==> src/rtl/clk_gen_multi_if.sv <==
`default_nettype none
// +--------------------------------------------------------------------------+
// | clk_gen_multi_if : configuration write channel for clk_gen_multi.        |
// | Rev 1.0 - initial release                                                |
// +--------------------------------------------------------------------------+
interface clk_gen_multi_if #(
  parameter int CH_W      = 4,
  parameter int ACC_WIDTH = 24
);
  logic                 cfg_wr;
  logic [CH_W-1:0]      cfg_ch;
  logic [ACC_WIDTH-1:0] cfg_incr;
  logic                 cfg_ack;
  logic                 cfg_err;

  modport master (output cfg_wr, cfg_ch, cfg_incr, input cfg_ack, cfg_err);
  modport slave  (input cfg_wr, cfg_ch, cfg_incr, output cfg_ack, cfg_err);
endinterface
`default_nettype wire

==> src/rtl/clk_gen_multi.sv <==
`default_nettype none
// +--------------------------------------------------------------------------+
// | clk_gen_multi : multi-channel fractional tick generator (phase accum.)   |
// | Optional macro CLK_GEN_SQUARE_OUT_EN adds the square_out toggle outputs. |
// | Rev 1.0 - initial release                                                |
// +--------------------------------------------------------------------------+
module clk_gen_multi #(
  parameter int BOARD_FREQ = 50000000,
  parameter int OUT_FREQ   = 153600,
  parameter int CHANNELS   = 2,
  parameter int ACC_WIDTH  = 24,
  parameter int OVERSAMPLE = 16,
  parameter int CH_W       = 4
) (
  input  logic                clk_board,
  input  logic                reset,
  input  logic [CHANNELS-1:0] enable,
  clk_gen_multi_if.slave      cfg,
  output logic [CHANNELS-1:0] tick,
  output logic [CHANNELS-1:0] bit_tick
`ifdef CLK_GEN_SQUARE_OUT_EN
  ,
  output logic [CHANNELS-1:0] square_out
`else
  // toggle outputs not built in this configuration
`endif
);

  localparam longint c_def_wide = (longint'(OUT_FREQ) * (longint'(1) << ACC_WIDTH)
                                   + longint'(BOARD_FREQ) / 2) / longint'(BOARD_FREQ);
  localparam logic [ACC_WIDTH-1:0] c_def_incr = c_def_wide[ACC_WIDTH-1:0];
  localparam logic [ACC_WIDTH-1:0] c_half     = {1'b1, {(ACC_WIDTH-1){1'b0}}};
  localparam int                   c_sub_w    = (OVERSAMPLE > 1) ? $clog2(OVERSAMPLE) : 1;
  localparam logic [c_sub_w-1:0]   c_sub_last = c_sub_w'(OVERSAMPLE - 1);
  localparam int                   c_chw1     = CH_W + 1;
  localparam logic [CH_W:0]        c_nch      = c_chw1'(CHANNELS);

  logic                 w_ch_ok;
  logic [ACC_WIDTH-1:0] w_incr_clamped;
  logic                 r_ack;
  logic                 r_err;

  assign w_ch_ok        = ({1'b0, cfg.cfg_ch} < c_nch);
  // Increments above half scale would alias; cap at the board_freq/2 rate.
  assign w_incr_clamped = (cfg.cfg_incr > c_half) ? c_half : cfg.cfg_incr;

  always_ff @(posedge clk_board) begin
    if (!reset) begin
      r_ack <= 1'b0;
      r_err <= 1'b0;
    end else begin
      r_ack <= cfg.cfg_wr && w_ch_ok;
      r_err <= cfg.cfg_wr && !w_ch_ok;
    end
  end

  assign cfg.cfg_ack = r_ack;
  assign cfg.cfg_err = r_err;

  for (genvar i = 0; i < CHANNELS; i++) begin : g_ch
    logic [ACC_WIDTH-1:0] r_acc;
    logic [ACC_WIDTH-1:0] r_incr;
    logic [c_sub_w-1:0]   r_sub;
    logic                 r_tick;
    logic                 r_bit;
    logic [ACC_WIDTH:0]   w_sum;
    logic                 w_hit;

    assign w_sum = {1'b0, r_acc} + {1'b0, r_incr};
    assign w_hit = cfg.cfg_wr && w_ch_ok && (cfg.cfg_ch == CH_W'(i));

    // A write on this channel takes priority over a carry in the same cycle.
    always_ff @(posedge clk_board) begin
      if (!reset) begin
        r_acc  <= '0;
        r_incr <= c_def_incr;
        r_sub  <= '0;
        r_tick <= 1'b0;
        r_bit  <= 1'b0;
      end else if (w_hit) begin
        r_acc  <= '0;
        r_incr <= w_incr_clamped;
        r_sub  <= '0;
        r_tick <= 1'b0;
        r_bit  <= 1'b0;
      end else if (enable[i]) begin
        r_acc  <= w_sum[ACC_WIDTH-1:0];
        r_tick <= w_sum[ACC_WIDTH];
        r_bit  <= w_sum[ACC_WIDTH] && (r_sub == c_sub_last);
        if (w_sum[ACC_WIDTH]) begin
          r_sub <= (r_sub == c_sub_last) ? '0 : r_sub + 1'b1;
        end
      end else begin
        r_tick <= 1'b0;
        r_bit  <= 1'b0;
      end
    end

    assign tick[i]     = r_tick;
    assign bit_tick[i] = r_bit;

`ifdef CLK_GEN_SQUARE_OUT_EN
    logic r_sq;

    always_ff @(posedge clk_board) begin
      if (!reset) begin
        r_sq <= 1'b0;
      end else if (w_hit) begin
        r_sq <= 1'b0;
      end else if (enable[i] && w_sum[ACC_WIDTH]) begin
        r_sq <= ~r_sq;
      end
    end

    assign square_out[i] = r_sq;
`else
    // no toggle flop without the square output
`endif
  end

endmodule
`default_nettype wire

==> src/flat_wrapper.sv <==
// flat-port wrapper written by rule: the top's interface ports become plain ports
module clk_gen_multi_flat 
#(
  parameter int BOARD_FREQ = 50000000,
  parameter int OUT_FREQ   = 153600,
  parameter int CHANNELS   = 2,
  parameter int ACC_WIDTH  = 24,
  parameter int OVERSAMPLE = 16,
  parameter int CH_W       = 4
)
  (clk_board, reset, enable, tick, bit_tick, cfg_cfg_wr, cfg_cfg_ch, cfg_cfg_incr, cfg_cfg_ack, cfg_cfg_err);
  clk_gen_multi_if #(.CH_W(CH_W), .ACC_WIDTH(ACC_WIDTH)) cfg_i ();
  input  logic clk_board;
  input  logic reset;
  input  logic [CHANNELS-1:0] enable;
  output logic [CHANNELS-1:0] tick;
  output logic [CHANNELS-1:0] bit_tick;
  input wire logic [$bits(cfg_i.cfg_wr)-1:0] cfg_cfg_wr;
  input wire logic [$bits(cfg_i.cfg_ch)-1:0] cfg_cfg_ch;
  input wire logic [$bits(cfg_i.cfg_incr)-1:0] cfg_cfg_incr;
  output wire logic [$bits(cfg_i.cfg_ack)-1:0] cfg_cfg_ack;
  output wire logic [$bits(cfg_i.cfg_err)-1:0] cfg_cfg_err;
  assign cfg_i.cfg_wr = cfg_cfg_wr;
  assign cfg_i.cfg_ch = cfg_cfg_ch;
  assign cfg_i.cfg_incr = cfg_cfg_incr;
  assign cfg_cfg_ack = cfg_i.cfg_ack;
  assign cfg_cfg_err = cfg_i.cfg_err;
  clk_gen_multi #(.BOARD_FREQ(BOARD_FREQ), .OUT_FREQ(OUT_FREQ), .CHANNELS(CHANNELS), .ACC_WIDTH(ACC_WIDTH), .OVERSAMPLE(OVERSAMPLE), .CH_W(CH_W)) u_core (.clk_board(clk_board), .reset(reset), .enable(enable), .cfg(cfg_i), .tick(tick), .bit_tick(bit_tick));
endmodule
==> config.mk <==
export PLATFORM = sky130hd
export DESIGN_NAME = clk_gen_multi_flat
export DESIGN_NICKNAME = d
export VERILOG_FILES = /design/src/rtl/clk_gen_multi_if.sv /design/src/rtl/clk_gen_multi.sv /design/src/flat_wrapper.sv
export SDC_FILE = /design/constraint.sdc
export NUM_CORES = 1
export LEC_CHECK = 0
export BUFFER_PORTS_ARGS = -buffer_cell sky130_fd_sc_hd__buf_2
export CAP_MARGIN = 20
export CORE_MARGIN = 8
export CORE_UTILIZATION = 55
export CTS_CLUSTER_SIZE = 12
export DETAILED_ROUTE_END_ITERATION = 8
export PLACE_DENSITY = 0.73
export SLEW_MARGIN = 25
export SYNTH_ARGS = -nofsm -noshare
export SYNTH_HDL_FRONTEND = slang
export SYNTH_SLANG_ARGS = --single-unit
==> constraint.sdc <==
create_clock -name clk_board -period 3.18 [get_ports clk_board]
set_input_delay 0.636 -clock clk_board [delete_from_list [all_inputs] [get_ports clk_board]]
set_output_delay 0.636 -clock clk_board [all_outputs]
set_load 0.005 [all_outputs]
==> run metrics, run 1 <==
synth cell count leaders=110 x dfxtp_1, 69 x nand2_1, 60 x nor2_1; clock sinks=between 100 and 150; die height=124 um; cell taking the most area after synthesis=dfxtp_1; Comb power frac=~15%; Distinct cells, synth=67; Slew Limit Fails=0; # diodes=0; post-route setup slack=317 ps; Post-synth EDFFs=0; CTS Buf Count=9; Clock Latency Late Sink=around 350 ps; Synth Cell Area=6370 um2; RSZ-0062 raised after global routing=no; area delta synth->final=9.06%; CTS root buffer=clkbuf_16; final period utilization=90.0%; layout cells sized above 1=9.16%; top cells by area, synth=dfxtp_1 35%, ha_1 9.8%, a22o_1 4.9%; max cap viols=0; Post-CTS Setup Bufs=0; # fillers=1026; Crit path arrival time=between 3000 and 4000 ps; Post-synth ARST share=0%; Routed Antenna Nets=0; I/O pins=39; Initial DRC Count=approximately 400; floorplan row count=39; M2 GR Usage=33.1%; syn_nets=815; Final #Nets=833; Worst Tran Pin Value=774 ps; post-place setup slack=~370 ps; CTS tree=yes; P_int=about 0.0023 W; Largest stage delay, worst path=roughly 440 ps; FF/Latch Area=2200 um2; wire length of the first global-routing pass=between 20 and 30 mm; multi-input logic area=about 4000 um2; Final Hold Fails=0; CTS Hold Bufs=0; CP Launch Type=flip-flop; GR Layer Usage met3=around 5.5%; Total Routed Length=roughly 16 mm; Sw Share=around a quarter; WS Path Type=flip-flop to flip-flop; gr usage total=roughly a fifth; GRT overflow=0; Cell Count, Final, Fillers Out=roughly 900; Max Clk Rate=between 300 and 400 MHz; Routability Congestion=between 0.8 and 0.9; Static Leak=between 3 and 4 nW; DRC viols=0; setup tns final=0 ps; vias in the first global route=5359; Cell Chain, Critical Path=ha_1, fa_1, a211oi_1, o211a_1, or4_4, a21oi_4, a31oi_4, a2bb2oi_2, mux2i_1; Gate Count Post-Synth=730; post-synthesis register bit count=110; post-route cell area=roughly 6900 um2; Routed wire per std cell=~18 um; clock network fraction of design power=a little under two fifths; Most Crowded Layer GR=met2; IO Port Bufs=38; most numerous cell in the Yosys netlist=dfxtp_1; DP HPWL=roughly 12 mm; fin crit period=2860 ps; post-synthesis sequential area ratio=between 30 and 40%; Psw=a little over 0.0008 W; Post-DP Area=around 6600 um2; Synth top area share=between 30 and 40%; die area=about 15000 um2; CTS clk-pin slew, worst paths=~70 ps; syn avg cell area=around 8.7 um2; relative slew slack=roughly half; Worst path slowest cell=a211oi_1; Placeable Area=around 11000 um2; post_cts resized=0; largest net degree at the start of global routing=38; outcome=finished clean; Syn. warnings=0; HP Class=flip-flop to flip-flop; antenna violations before repair=0; Crit path required time=3460 ps; Setup violations, final=0; Pre-antenna DRT Iters=5; Final Skew=~7.4 ps; H-tree depth=3; M1 GR Usage=28.0%; starting density of the core=~56%; clock buffer depth=2; register share of total power=between 40% and 50%; largest fanout on the critical path=6; top_reg_cell synth=dfxtp_1; via count=~5700; Power Density=between 400 and 500 nW/um2; DR vias/cell=6.36; Crit. End Element=flip-flop; placed cells=880; chip width=~120 um; VDD IR max=0.000522 V
## kinds of logic after synthesis
group / count (synthesis) / share of synthesized area, %
AOI/OAI and AO/OA: 235 / 26.7
xor gates and xnor gates: 27 / 3.71
adders and majority gates: 52 / 10.4
buffers and inverters: 49 / 3.16
DFF: 110 / 34.6
muxes: 23 / 3.61
and+or+nand+nor: 234 / 17.8
## metrics by stage
step | power [W] | utilization [%] | hold slack [ps]
after floorplan | 0.00180 | - | 429
final | 0.00306 | 61.1 | 455
after global routing | 0.00319 | 61.1 | 482
after global placement | 0.00191 | 58.4 | 438
after CTS | 0.00309 | 61.1 | 459
after detailed placement | 0.00193 | 58.4 | 447
## state kept, by name, summed over array words and instances (netlist names)
register            cells
u_core.cfg.cfg_ack      1
u_core.cfg.cfg_err      1
u_core.g_ch.r_acc      48
u_core.g_ch.r_bit       2
u_core.g_ch.r_incr     48
u_core.g_ch.r_sub       8
u_core.g_ch.r_tick      2
## final timing paths
| path | slack, ps | start | cells past startpoint | end |
|---|---|---|---|---|
| worst max-delay path | 320 | u_core.g_ch[1].r_incr[0] | 9 | u_core.g_ch[1].r_sub[0] |
| worst min-delay path | 450 | u_core.g_ch[0].r_acc[17] | 2 | u_core.g_ch[0].r_acc[17] |
| worst max register to register | 320 | u_core.g_ch[1].r_incr[0] | 9 | u_core.g_ch[1].r_sub[0] |
| worst min register to register | 450 | u_core.g_ch[0].r_acc[17] | 2 | u_core.g_ch[0].r_acc[17] |
## worst max-delay path, delay by kind of cell (launching register included)
family	cells	cell delay, ps
adder cells (fa/ha/maj)	2	670
multiplexers	1	220
flip-flops	1	330
AND/OR/NAND/NOR	1	160
AO/OA/AOI/OAI	5	1410
## layer usage
layer / routed length (um) / up-vias
li1: - / 2774
met1: 7360 / 2732
met2: 7190 / 164
met3: 942 / 26
met4: 369 / 0
met5: 0 / -
## final cells by class
| type | instances | area share, % |
|---|---|---|
| Multi-Input combinational cell | 571 | 57.2 |
| Sequential cell | 110 | 31.7 |
| Clock buffer | 13 | 3.75 |
| Timing Repair Buffer | 44 | 3.57 |
| Tap cell | 143 | 2.58 |
| Inverter | 12 | 0.648 |
| Clock inverter | 3 | 0.612 |
## placed cells by master, fill, tap and decap left out, types with 7 or more instances in the layout
cell	netlist	routed
a21oi_1	49	49
nor2_1	60	60
a21o_1	23	23
nor3_1	15	15
clkbuf_16	0	9
o21bai_1	7	7
xor2_1	15	15
nand4_1	10	10
a211oi_1	18	18
buf_2	2	38
nand2_1	69	69
mux2i_1	23	23
o21ai_0	22	22
o31ai_1	7	7
ha_1	50	50
and2_1	7	7
inv_1	12	12
o21a_1	9	9
and3_1	9	9
xnor2_1	12	12
o22ai_1	8	8
dfxtp_1	110	110
a22o_1	36	36
nand3_1	24	24
## power by group through the flow
stage,registers [W],clock network [W],logic [W]
2_1_floorplan,0.00147,0,0.000330
6_report,0.00145,0.00116,0.000452
4_1_cts,0.00145,0.00119,0.000448
3_3_place_gp,0.00148,0,0.000431
5_1_grt,0.00145,0.00124,0.000500
3_5_place_dp,0.00148,0,0.000444
No activity file was read; power rests on OpenSTA's default activity.
==> run 2, diff against run 1 <==
--- a/config.mk
+++ b/config.mk
@@ -11,7 +11,7 @@
 export CORE_UTILIZATION = 55
 export CTS_CLUSTER_SIZE = 12
 export DETAILED_ROUTE_END_ITERATION = 8
-export PLACE_DENSITY = 0.73
+export PLACE_DENSITY = 0.81
 export SLEW_MARGIN = 25
 export SYNTH_ARGS = -nofsm -noshare
 export SYNTH_HDL_FRONTEND = slang
==> constraint.sdc (replaced) <==
create_clock -name clk_board -period 3.15 [get_ports clk_board]
set_input_delay 0.63 -clock clk_board [delete_from_list [all_inputs] [get_ports clk_board]]
set_output_delay 0.63 -clock clk_board [all_outputs]
set_load 0.005 [all_outputs]
==> run metrics, run 2 (synthesized netlist as in run 1, its figures left out) <==
starting density of the core=a little under three fifths; Cell Chain, Critical Path=ha_1, fa_1, a211oi_1, o211a_1, or4_4, a21oi_4, a31oi_4, a2bb2oi_2, mux2i_1; Total Routed Length=~16 mm; area delta synth->final=8.90%; gr usage total=between 20% and 30%; layout cells sized above 1=9.43%; Routed wire per std cell=between 15 and 20 um; clock buffer depth=2; Pre-antenna DRT Iters=5; vias in the first global route=between 5000 and 6000; reg2reg start=u_core.g_ch[1].r_incr[0]; Final Hold Fails=0; Largest stage delay, worst path=between 400 and 500 ps; CTS Buf Count=9; Worst path slowest cell=fa_1; Hold Path Sink=u_core.g_ch[0].r_acc[17]; CTS root buffer=clkbuf_16; DP HPWL=roughly 12 mm; VDD IR max=about 0.00025 V; Crit. End Element=flip-flop; die height=124 um; CTS Hold Bufs=0; DR vias/cell=6.45; RSZ-0062 raised after global routing=no; IO Port Bufs=38; Setup violations, final=0; final period utilization=90.5%; # diodes=0; largest registers=u_core.g_ch.r_acc (48), u_core.g_ch.r_incr (48), u_core.g_ch.r_sub (8); Crit path required time=3430 ps; # fillers=roughly 990; I/O pins=39; most frequent cells in the layout=110 x dfxtp_1, 69 x nand2_1, 60 x nor2_1, 50 x ha_1, 49 x a21oi_1; RR Endpoint=u_core.g_ch[1].r_sub[1]; worst hold path depth=2; Post-CTS Setup Bufs=0; hold path startpoint=u_core.g_ch[0].r_acc[17]; wire length of the first global-routing pass=25.8 mm; Final #Nets=833; Max Clk Rate=between 300 and 400 MHz; Pwr Total=just over 0.003 W; CTS clk-pin slew, worst paths=about 70 ps; relative slew slack=41.5%; setup tns final=0 ps; HP Class=flip-flop to flip-flop; post-route setup slack=approximately 300 ps; Slew Limit Fails=0; Initial DRC Count=approximately 410; H-tree depth=3; Placeable Area=about 11000 um2; floorplan row count=39; post-place setup slack=around 330 ps; outcome=finished clean; Cell Count, Final, Fillers Out=896; post_cts resized=0; DRC viols=0; Crit path arrival time=3130 ps; max cap viols=0; via count=just under 6000; WS Path Type=flip-flop to flip-flop; antenna violations before repair=0; CP Launch Type=flip-flop; FF-to-FF setup slack=approximately 300 ps; Final Skew=roughly 8.7 ps; Routed Antenna Nets=0; Power Density=roughly 450 nW/um2; commonest non-fill, non-tap cell in the layout=dfxtp_1; chip width=around 120 um; die area=roughly 15000 um2; fin crit period=2850 ps; Static Leak=around 3 nW; Clock Latency Late Sink=360 ps; largest net degree at the start of global routing=38; clock sinks=110; placed cells=about 900; worst reg-to-reg path cell count=9; Routability Congestion=about 0.9; CTS tree=yes; GRT overflow=0; Worst Tran Pin Value=874 ps; largest fanout on the critical path=6
==> run 2: final cells by class <==
class,instances,area [um2],area share (%)
Inverter,12,45.0,0.649
Multi-Input combinational cell,571,3970,57.2
Clock inverter,7,80.1,1.15
Clock buffer,9,225,3.25
Sequential cell,110,2200,31.7
Tap cell,143,179,2.58
Timing Repair Buffer,44,235,3.39
==> run 2: where the power goes <==
part           total [W]  leakage, nW  switching, W  internal (W)
combinational   0.000456         2.05      0.000278      0.000178
clock            0.00119        0.148      0.000565      0.000629
sequential       0.00146        0.893     0.0000269       0.00144
total            0.00311         3.09      0.000869       0.00224
==> run 2: critical path, delay by kind of cell, from the launching register on <==
family | cells | cell delay [ps]
AOI/OAI and AO/OA | 5 | 1380
adders and majority gates | 2 | 680
DFF | 1 | 320
muxes | 1 | 240
and+or+nand+nor | 1 | 160
==> run 2: worst max-delay path by stage <==
stage / startpoint / endpoint / slack, ps / cells after the start
2_1_floorplan: u_core.g_ch[1].r_incr[0] / u_core.g_ch[1].r_acc[18] / 610 / 9
3_3_place_gp: u_core.g_ch[1].r_incr[0] / u_core.g_ch[1].r_sub[0] / 450 / 9
3_5_place_dp: u_core.g_ch[1].r_incr[0] / u_core.g_ch[1].r_sub[1] / 330 / 9
4_1_cts: u_core.g_ch[1].r_incr[0] / u_core.g_ch[1].r_sub[1] / 290 / 9
5_1_grt: u_core.g_ch[1].r_incr[0] / u_core.g_ch[1].r_sub[0] / 120 / 9
6_report: u_core.g_ch[1].r_incr[0] / u_core.g_ch[1].r_sub[1] / 300 / 9
==> run 2: through the flow <==
stage	instance area [um2]	hold WS, ps	utilization (%)
final	6940	453	61.0
after global routing	6940	501	61.0
after CTS	6940	453	61.0
after detailed placement	6630	442	58.3
after global placement	6630	437	58.3
after floorplan	6370	429	-
==> run 2: metal layers <==
layer | track usage, % | wire length (um)
met1 | 27.1 | 7180
met2 | 34.1 | 7370
met3 | 3.54 | 1100
met4 | 9.18 | 453
met5 | 0 | 0
